--- src/rtl/single_ttc_decoder.sv ---
`timescale 1ns/1ps
`default_nettype none
// ============================================================================
// Module   : single_ttc_decoder
// Brief    : 3-symbol TTC frame decoder with local BCID/EVID counters.
// Revision : 1.0 - initial release
// ============================================================================
module single_ttc_decoder #(
    parameter int BC_MAX = 3563
) (
    input  logic        clk_40,
    input  logic        rst_40,
    input  logic [1:0]  encode_ttc,
    output logic        trigger,
    output logic        bc_reset,
    output logic        event_reset,
    output logic        master_reset,
    output logic        frame_err,
    output logic [11:0] bcid,
    output logic [11:0] evid,
    output logic        fpga_bcr
);

    typedef enum logic [1:0] {
        ST_IDLE = 2'd0,
        ST_PAY1 = 2'd1,
        ST_PAY2 = 2'd2
    } state_t;

    localparam logic [1:0]  C_SYM_START = 2'b11;
    localparam logic [11:0] C_BC_MAX    = 12'(BC_MAX);

    state_t     r_state;
    state_t     w_state_next;
    logic       w_frame_done;
    logic       w_empty_frame;
    logic [1:0] r_s1;

    always_ff @(posedge clk_40 or posedge rst_40) begin
        if (rst_40) begin
            r_state <= ST_IDLE;
        end else begin
            r_state <= w_state_next;
        end
    end

    // Only IDLE looks for a start symbol; payload slots take whatever arrives.
    always_comb begin
        w_state_next = r_state;
        w_frame_done = 1'b0;
        case (r_state)
            ST_IDLE: begin
                if (encode_ttc == C_SYM_START) begin
                    w_state_next = ST_PAY1;
                end
            end
            ST_PAY1: begin
                w_state_next = ST_PAY2;
            end
            ST_PAY2: begin
                w_state_next = ST_IDLE;
                w_frame_done = 1'b1;
            end
            default: begin
                w_state_next = ST_IDLE;
            end
        endcase
    end

    assign w_empty_frame = (r_s1 == 2'b00) && (encode_ttc == 2'b00);

    always_ff @(posedge clk_40 or posedge rst_40) begin
        if (rst_40) begin
            r_s1 <= 2'b00;
        end else if (r_state == ST_PAY1) begin
            r_s1 <= encode_ttc;
        end
    end

    // S2 is consumed directly from the input on the frame's last edge.
    always_ff @(posedge clk_40 or posedge rst_40) begin
        if (rst_40) begin
            trigger      <= 1'b0;
            bc_reset     <= 1'b0;
            event_reset  <= 1'b0;
            master_reset <= 1'b0;
            frame_err    <= 1'b0;
        end else begin
            trigger      <= w_frame_done & r_s1[1];
            bc_reset     <= w_frame_done & r_s1[0];
            event_reset  <= w_frame_done & encode_ttc[1];
            master_reset <= w_frame_done & encode_ttc[0];
            frame_err    <= w_frame_done & w_empty_frame;
        end
    end

    always_ff @(posedge clk_40 or posedge rst_40) begin
        if (rst_40) begin
            bcid <= 12'd0;
        end else if (bc_reset || master_reset || (bcid == C_BC_MAX)) begin
            bcid <= 12'd0;
        end else begin
            bcid <= bcid + 12'd1;
        end
    end

    // A reset command wins over a trigger in the same cycle.
    always_ff @(posedge clk_40 or posedge rst_40) begin
        if (rst_40) begin
            evid <= 12'd0;
        end else if (event_reset || master_reset) begin
            evid <= 12'd0;
        end else if (trigger) begin
            evid <= evid + 12'd1;
        end
    end

    assign fpga_bcr = (bcid == C_BC_MAX);

endmodule
`default_nettype wire

--- config.mk ---
export PLATFORM = sky130hd
export DESIGN_NAME = single_ttc_decoder
export DESIGN_NICKNAME = d
export VERILOG_FILES = /design/src/rtl/single_ttc_decoder.sv
export SDC_FILE = /design/constraint.sdc
export NUM_CORES = 1
export LEC_CHECK = 0
export ABC_CLOCK_PERIOD_IN_PS = 1800
export CAP_MARGIN = 0
export CELL_PAD_IN_SITES_DETAIL_PLACEMENT = 2
export CELL_PAD_IN_SITES_GLOBAL_PLACEMENT = 2
export CORE_MARGIN = 4
export CORE_UTILIZATION = 27
export DETAILED_ROUTE_END_ITERATION = 6
export PLACE_DENSITY_LB_ADDON = 0.1
export SLEW_MARGIN = 20
export SYNTH_ARGS = -nofsm -noshare
export SYNTH_HDL_FRONTEND = slang
export SYNTH_SLANG_ARGS = --single-unit
--- constraint.sdc ---
create_clock -name clk_40 -period 1.8 [get_ports clk_40]
set_input_delay 0.18 -clock clk_40 [delete_from_list [all_inputs] [get_ports clk_40]]
set_output_delay 0.18 -clock clk_40 [all_outputs]
set_load 0.005 [all_outputs]
# Word-level counts from Yosys, hierarchy flattened
# Cells that the tools add are included.
# classes
addsub,2
eq_ne,5
n_mux,6
bitwise,5
reduce_logical,8
# op_table
operator,count
$mux 12,3
$add 12x1->12 const B,2
$eq 12x12->1 const B,1
$logic_not 2->1,3
$and 1x1->1,5
$eq 2x2->1 const B,2
$pmux 2 s2,1
$logic_or 1x1->1,3
$eq 2x1->1 const B,1
$mux 2,1
$ne 2x2->1 const B,1
$reduce_bool 2->1,1
$logic_and 1x1->1,1
$mux 1,1
# totals
reg_bits,33
word_cells,35

# Logic depth before layout (Yosys ltp)
# Gate-level depths: netlist of run 1.
# logic_depth
depth_word,3
ltp_mapped,5
ltp_nobuf,5

# Least setup slack after synthesis of run 1
# OpenSTA, ideal clock, no wires.
# synth_timing
path_kind,reg-to-reg
startpoint,register bcid[5]
endpoint,register bcid[11]
arrival_ns,1.309
required_time_ns,1.718
setup_slack_ns,0.409
path_stages_with_launch,5
n_path_buf,0
synth_period_minus_slack_ns,1.391
cell_sequence,dfrtp_1 nand4_2 or2_4 or3_1 a31oi_1
# synth_via
elab_chain_cells,3
elab_cells_between_ends,4
# synth_lines
item,line_no,source
"start, declared",19,"output logic [11:0] bcid,"
"start signal, assigned",103,bcid <= bcid + 12'd1;
branches (longest 2 deep; another with $add 12x1->12),--,
$mux 12 *,100,end else if (bc_reset || master_reset || (bcid == C_BC_MAX)) begin
# Every way passes the cells marked *.
# A chain may end at the register's enable or synchronous reset.

# Final worst setup path of run 1
# layout_timing
startpoint,register bcid[2]
endpoint,register bcid[10]
# Same word-level chain as after synthesis.

==> out/results.tsv, run 1 <==
stage	metric	value	unit
setup_path	Setup crit end	bcid[10]	
floorplan	core area	0.00524	mm^2
cts	Root Buffer	clkbuf_8	
routing	post-route ant nets	0	
placement	gpl congestion	0.790	
cells_and_area	register area	827	um^2
global_routing	global-route wire length before repair	7320	um
power	Cell Pwr Density	1020	mW/mm^2
timing	Hold Fails Final Rpt	0	
synthesis	leading area contributor after synthesis	dfrtp_1	
placement	pre-CTS setup slack	0.125	ns
synthesis	Yosys top cell area share	55.1	%
floorplan	die area	0.00680	mm^2
cts	CTS tree	built	
cells_and_area	synth-to-layout area growth	41.4	%
setup_path	critical path class	flop to flop	
cts	H-tree levels	2	
routing	WL per Instance	15.8	um
setup_path	Worst R2R End	bcid[10]	
setup_path	CP max FO	6	
cells_and_area	most frequent cells in the layout	dfrtp_1, clkdlybuf4s50_1, nor2_1	
setup_path	Critical Path Source	bcid[2]	
cells_and_area	Layout Cells excl Fill	266	
floorplan	num rows	26	
timing	Final Setup Violations	0	
synthesis	ranking of synthesized cells by area	dfrtp_1, nor2_1, xnor2_1, xor2_1, nand3_1	
cts	Clock Path Buffers	2	
global_routing	most crowded layer after global routing	met2	
timing	RSZ-0062 raised after global routing	no	
routing	Via-to-Cell Ratio	4.70	
power	VDD IR-drop max	0.476	mV
cells_and_area	Final Cell Area	0.00212	mm^2
floorplan	initial core utilization	28.6	%
timing	max-slew violation count	0	
timing	Slew @ Worst Pin	0.424	ns
setup_path	R2R Path Start	bcid[2]	
placement	placed wire-length estimate	3070	um
timing	Period minus WS final	1.65	ns
global_routing	met2 usage	24.8	%
setup_path	CP required	2.00	ns
floorplan	Die Y	82.5	um
routing	DRC viols	0	
global_routing	GRT Resource Usage Total	14.4	%
timing	Sum Neg Setup Slack	0	ns
cells_and_area	# diodes	0	
status	outcome	complete, no violations	
timing	Worst Skew	0.00818	ns
placement	placed insts	254	
global_routing	initial antenna violation count	0	
cts	number of CTS-inserted buffers	5	
power	P_leak	0.902	nW
hold_path	worst min path class	input pin to async pin	
synthesis	syn avg cell area	10.3	um^2
setup_path	worst path arrival time	1.85	ns
cts	Clock transition at path regs	0.07	ns
timing	Relative slew margins	71.8	%
setup_path	Worst setup SP type	flop	
routing	First-pass DRT Iterations	4	
global_routing	met1 Usage GRT	17.8	%
synthesis	synth warn	0	
cells_and_area	fin util	40.4	%
synthesis	netlist area before placement	0.00150	mm^2
setup_path	cells on worst reg2reg path	5	
global_routing	number of global-route vias before repair	1445	
placement	IO buf count	33	
timing	Fmax	605	MHz
floorplan	Ports	34	
flow_run	maxcap violations	0	
timing	post-route setup slack	0.147	ns
synthesis	net count after synthesis	152	
cts	Hold Buf Count CTS	0	
cells_and_area	layout cells sized above 1	15.3	%
cells_and_area	Multi-input gate area	658	um^2
placement	Placed Area	0.00197	mm^2
cts	Skew-Pair Late Insertion Delay	0.28	ns
global_routing	total gr overflow	0	
cts	CTS Sinks	33	
synthesis	Cells after Synth	145	
global_routing	largest net degree at the start of global routing	34	
synthesis	#FFs+latches synth	33	
timing	Final Cycle Share	91.8	%
routing	DR iter-0 viols	37	
routing	Routed Wire Length	4210	um
routing	Vias	1250	
synthesis	Synth cell types	29	
setup_path	Setup crit end kind	flop	
global_routing	met3 GRT Util	3.58	%
cells_and_area	filler instances	580	
cells_and_area	Final #Nets	202	
synthesis	sequential fraction of the synthesis area	55.1	%
floorplan	Chip Width	82.5	um
setup_path	r2r setup slk	0.15	ns
==> timing repair <==
action / in CTS / in global routing
buffers inserted: 4 / 0
setup endpoints to repair: 1 / 0
gates resized for setup: 3 / 0
==> final cells by class <==
cell class / instances / area share [%]
Clock buffer: 5 / 3.25
Multi-Input combinational cell: 107 / 31.1
Tap cell: 70 / 4.13
Timing Repair Buffer: 45 / 19.8
Inverter: 3 / 0.532
Clock inverter: 3 / 2.19
Sequential cell: 33 / 39.0
==> Yosys cell counts, drive strengths merged <==
cell	count
or2	3
and2	4
or3	6
nor3	7
ha	3
nor4b	1
buf	1
clkbuf	1
a21oi	3
a31oi	3
mux2	2
nor4bb	1
o21bai	1
nand4	8
xor2	6
and3	1
o211ai	1
nand2	12
dfrtp	33
o21ai	3
inv	3
xnor2	9
nor2	21
mux2i	1
nor2b	2
nand3	9
==> cells by family after synthesis <==
logic type	count (synthesis)	synth area share [%]
xor+xnor	15	8.77
buf+inv	5	1.34
compound gates	11	4.51
flops	33	55.1
fa+ha+maj	3	2.51
mux	3	2.17
simple gates	75	25.6
==> stage by stage <==
stage | hold slack [ns] | power [mW]
after floorplan | 0.251 | 1.16
after global placement | 0.432 | 1.45
after detailed placement | 0.443 | 1.46
after CTS | 0.302 | 2.19
after global routing | 0.360 | 2.30
final | 0.290 | 2.15
==> per-layer routing <==
layer	vias to the layer above	wire [um]
met5	-	0
met4	0	24
met3	2	133
met2	18	2170
met1	633	1880
li1	597	-
==> power breakdown <==
| group | total (mW) | internal [mW] | leakage, nW | switching [mW] |
|---|---|---|---|---|
| Sequential | 0.945 | 0.835 | 0.444 | 0.110 |
| Combinational | 0.508 | 0.284 | 0.403 | 0.224 |
| Clock | 0.699 | 0.414 | 0.0543 | 0.285 |
==> worst min path at each step <==
| stage | from | endpoint | slack [ns] |
|---|---|---|---|
| floorplan | encode_ttc[0] | frame_err | 0.25 |
| global placement | r_state[1] | r_state[0] | 0.43 |
| detailed placement | r_s1[0] | frame_err | 0.44 |
| CTS | rst_40 | r_s1[1] | 0.30 |
| global route | rst_40 | r_s1[1] | 0.36 |
| finish | rst_40 | r_s1[1] | 0.29 |
==> registers in the layout, indices dropped and copies added (netlist names) <==
signal	flops
event_reset	1
r_state	2
r_s1	2
bc_reset	1
trigger	1
master_reset	1
evid	12
frame_err	1
bcid	12
==> worst max-delay path, cell delays in order (launching register included) <==
cell and delay, ns:
dfrtp_1 0.38, buf_4 0.16, and3_1 0.26, nand3_1 0.15, or3_2 0.43, a31oi_1 0.18
Power figures use the tool's default switching activity.
==> inputs of run 2 (changes only) <==
--- a/config.mk
+++ b/config.mk
@@ -12,8 +12,10 @@
 export CORE_MARGIN = 4
 export CORE_UTILIZATION = 27
 export DETAILED_ROUTE_END_ITERATION = 6
+export DONT_BUFFER_PORTS = 1
 export PLACE_DENSITY_LB_ADDON = 0.1
 export SLEW_MARGIN = 20
 export SYNTH_ARGS = -nofsm -noshare
 export SYNTH_HDL_FRONTEND = slang
 export SYNTH_SLANG_ARGS = --single-unit
+export TNS_END_PERCENT = 50
==> out/results.tsv, run 2 (same netlist as run 1, synthesis figures left out) <==
stage	metric	value	unit	change
cts	Post-CTS Setup Bufs	0		-4
routing	post-route ant nets	0		unchanged
timing	Hold Fails Final Rpt	0		unchanged
cells_and_area	# diodes	0		unchanged
floorplan	num rows	26		unchanged
global_routing	initial antenna violation count	0		unchanged
floorplan	Chip Width	82.5	um	unchanged
routing	Vias	1118		-11%
routing	DR iter-0 viols	33		-11%
routing	First-pass DRT Iterations	3		-1
cts	Skew-Pair Late Insertion Delay	0.28	ns	about the same
cts	number of CTS-inserted buffers	5		unchanged
setup_path	CP max FO	5		-1
placement	pre-CTS setup slack	0.149	ns	+0.0241 ns
setup_path	delay-heaviest family, CP	simple AND/OR/NAND/NOR gates		
setup_path	Critical Path Source	bcid[9]		
setup_path	Worst setup SP type	flop		
cells_and_area	synth-to-layout area growth	15.3	%	
cells_and_area	most frequent cells in the layout	dfrtp_1, nor2_1, nand2_1		
setup_path	Max stage delay on crit path	0.46	ns	+0.03 ns
setup_path	critical path class	flop to output port		
cts	Clock transition at path regs	0.07	ns	about the same
setup_path	slowest CP cell	dfrtp_1		
cts	Root Buffer	clkbuf_8		
routing	DRC viols	0		unchanged
setup_path	CP required	1.62	ns	-0.38 ns
routing	Via-to-Cell Ratio	4.90		+4.3%
cells_and_area	layout cells sized above 1	13.9	%	-1.4 points
global_routing	number of global-route vias before repair	1256		-13%
timing	Fmax	604	MHz	-0.18%
setup_path	R2R Path Start	bcid[9]		
timing	Final Cycle Share	92.0	%	+0.16 points
global_routing	largest net degree at the start of global routing	34		unchanged
timing	Period minus WS final	1.66	ns	+0.00292 ns
global_routing	GRT Resource Usage Total	13.0	%	-1.4 points
placement	gpl congestion	0.790		about the same
cells_and_area	filler instances	586		+1.0%
cells_and_area	Final #Nets	164		-19%
floorplan	Ports	34		unchanged
placement	IO buf count	0		-100%
power	VDD IR-drop max	0.415	mV	-13%
cts	H-tree levels	2		unchanged
cells_and_area	Largest regs	bcid: 12 flops, evid: 12 flops		
timing	RSZ-0062 raised after global routing	no		
power	Cell Pwr Density	1060	mW/mm^2	+3.9%
hold_path	sink of the worst hold path	master_reset		
flow_run	maxcap violations	0		unchanged
timing	Final Setup Violations	0		unchanged
setup_path	crit path cell chain	nor4b_2, nand3_1, nor2_1		
setup_path	worst path arrival time	1.48	ns	-0.37 ns
global_routing	global-route wire length before repair	6510	um	-11%
floorplan	Die Y	82.5	um	unchanged
floorplan	core area	0.00524	mm^2	unchanged
setup_path	Setup crit end kind	output port		
floorplan	initial core utilization	28.6	%	unchanged
setup_path	r2r setup slk	0.23	ns	+0.08 ns
placement	placed wire-length estimate	2870	um	-6.5%
setup_path	CP Depth	3		-2
timing	max-slew violation count	0		unchanged
timing	Worst Skew	0.00110	ns	-0.00709 ns
hold_path	worst min path class	input pin to flop		
setup_path	Worst R2R End	bcid[7]		
routing	Routed Wire Length	3760	um	-11%
timing	Sum Neg Setup Slack	0	ns	unchanged
timing	Relative slew margins	71.7	%	-0.081 points
global_routing	total gr overflow	0		unchanged
hold_path	worst hold path startpoint	encode_ttc[0]		
timing	Slew @ Worst Pin	0.425	ns	+0.00122 ns
setup_path	cells on worst reg2reg path	4		-1
cts	CTS Sinks	33		unchanged
cells_and_area	commonest non-fill, non-tap cell in the layout	dfrtp_1		
hold_path	Hold Path Depth	1		
status	outcome	complete, no violations		
cts	CTS tree	built		
setup_path	Buf/Inv on CP	0		-1
timing	post-route setup slack	0.144	ns	-0.00292 ns
power	P_leak	0.745	nW	-17%
floorplan	die area	0.00680	mm^2	unchanged
cts	Clock Path Buffers	2		unchanged
routing	WL per Instance	16.5	um	+4.2%
==> run 2: cell count changes in the layout (fill, tap and decap cells not counted) <==
cell and change:
clkdlybuf4s50_1 -32, buf_4 -7, clkinv_2 +2, dlygate4sd3_1 +2, bufinv_16 -1, clkinv_4 -1, dfrtp_1 +1, dfrtp_2 -1
dlygate4sd2_1 -1
==> run 2: area by class of cell <==
class	instances	area (um^2)	share of cell area, %
tap	70	87.6	5.07
timing repair buffer	7	57.6	3.33
clock inverter	3	17.5	1.01
multi-input combinational	107	658	38.1
inverter	3	11.3	0.652
sequential	33	826	47.8
clock buffer	5	68.8	3.99
==> run 2: routing by layer <==
metal / GRT usage [%] / vias to the layer above / wire [um]
met5: 0 / - / 0
met4: 4.49 / 0 / 51
met3: 6.07 / 6 / 258
met2: 20.5 / 23 / 1870
met1: 15.6 / 565 / 1590
li1: - / 524 / -
==> run 2: worst max path at each step <==
| stage | end | slack [ns] |
|---|---|---|
| after floorplan | bcid[11] | 0.41 |
| after global placement | bcid[6] | 0.21 |
| after detailed placement | bcid[7] | 0.15 |
| after CTS | fpga_bcr | 0.05 |
| after global routing | fpga_bcr | 0.05 |
| final | fpga_bcr | 0.14 |
==> run 2: worst register-to-register path, stage by stage, from the launching register on <==
cell	delay, ns
dfrtp_1	0.46
nor4b_2	0.30
nand3_1	0.22
o21bai_2	0.38
nor2_1	0.10
==> run 2: what timing repair did <==
action,in CTS,in global routing
hold endpoints to repair,34,0
hold buffers,2,0
gates resized for setup,0,1
setup endpoints to repair,0,9
==> run 2: power breakdown <==
group,leakage [nW],switching (mW),internal [mW]
Sequential,0.445,0.149,0.833
Clock,0.0439,0.281,0.267
Combinational,0.256,0.157,0.138
==> run 2: per-stage QoR <==
step	utilization, %	area, um^2	instances	total power [mW]	hold WS [ns]
floorplan	-	1500	145	1.16	0.251
global placement	30.8	1610	218	1.27	0.193
detailed placement	30.8	1610	218	1.30	0.209
CTS	32.8	1720	228	1.87	0.00676
global route	33.0	1730	228	1.98	0.00673
finish	33.0	1730	228	1.82	0.0163
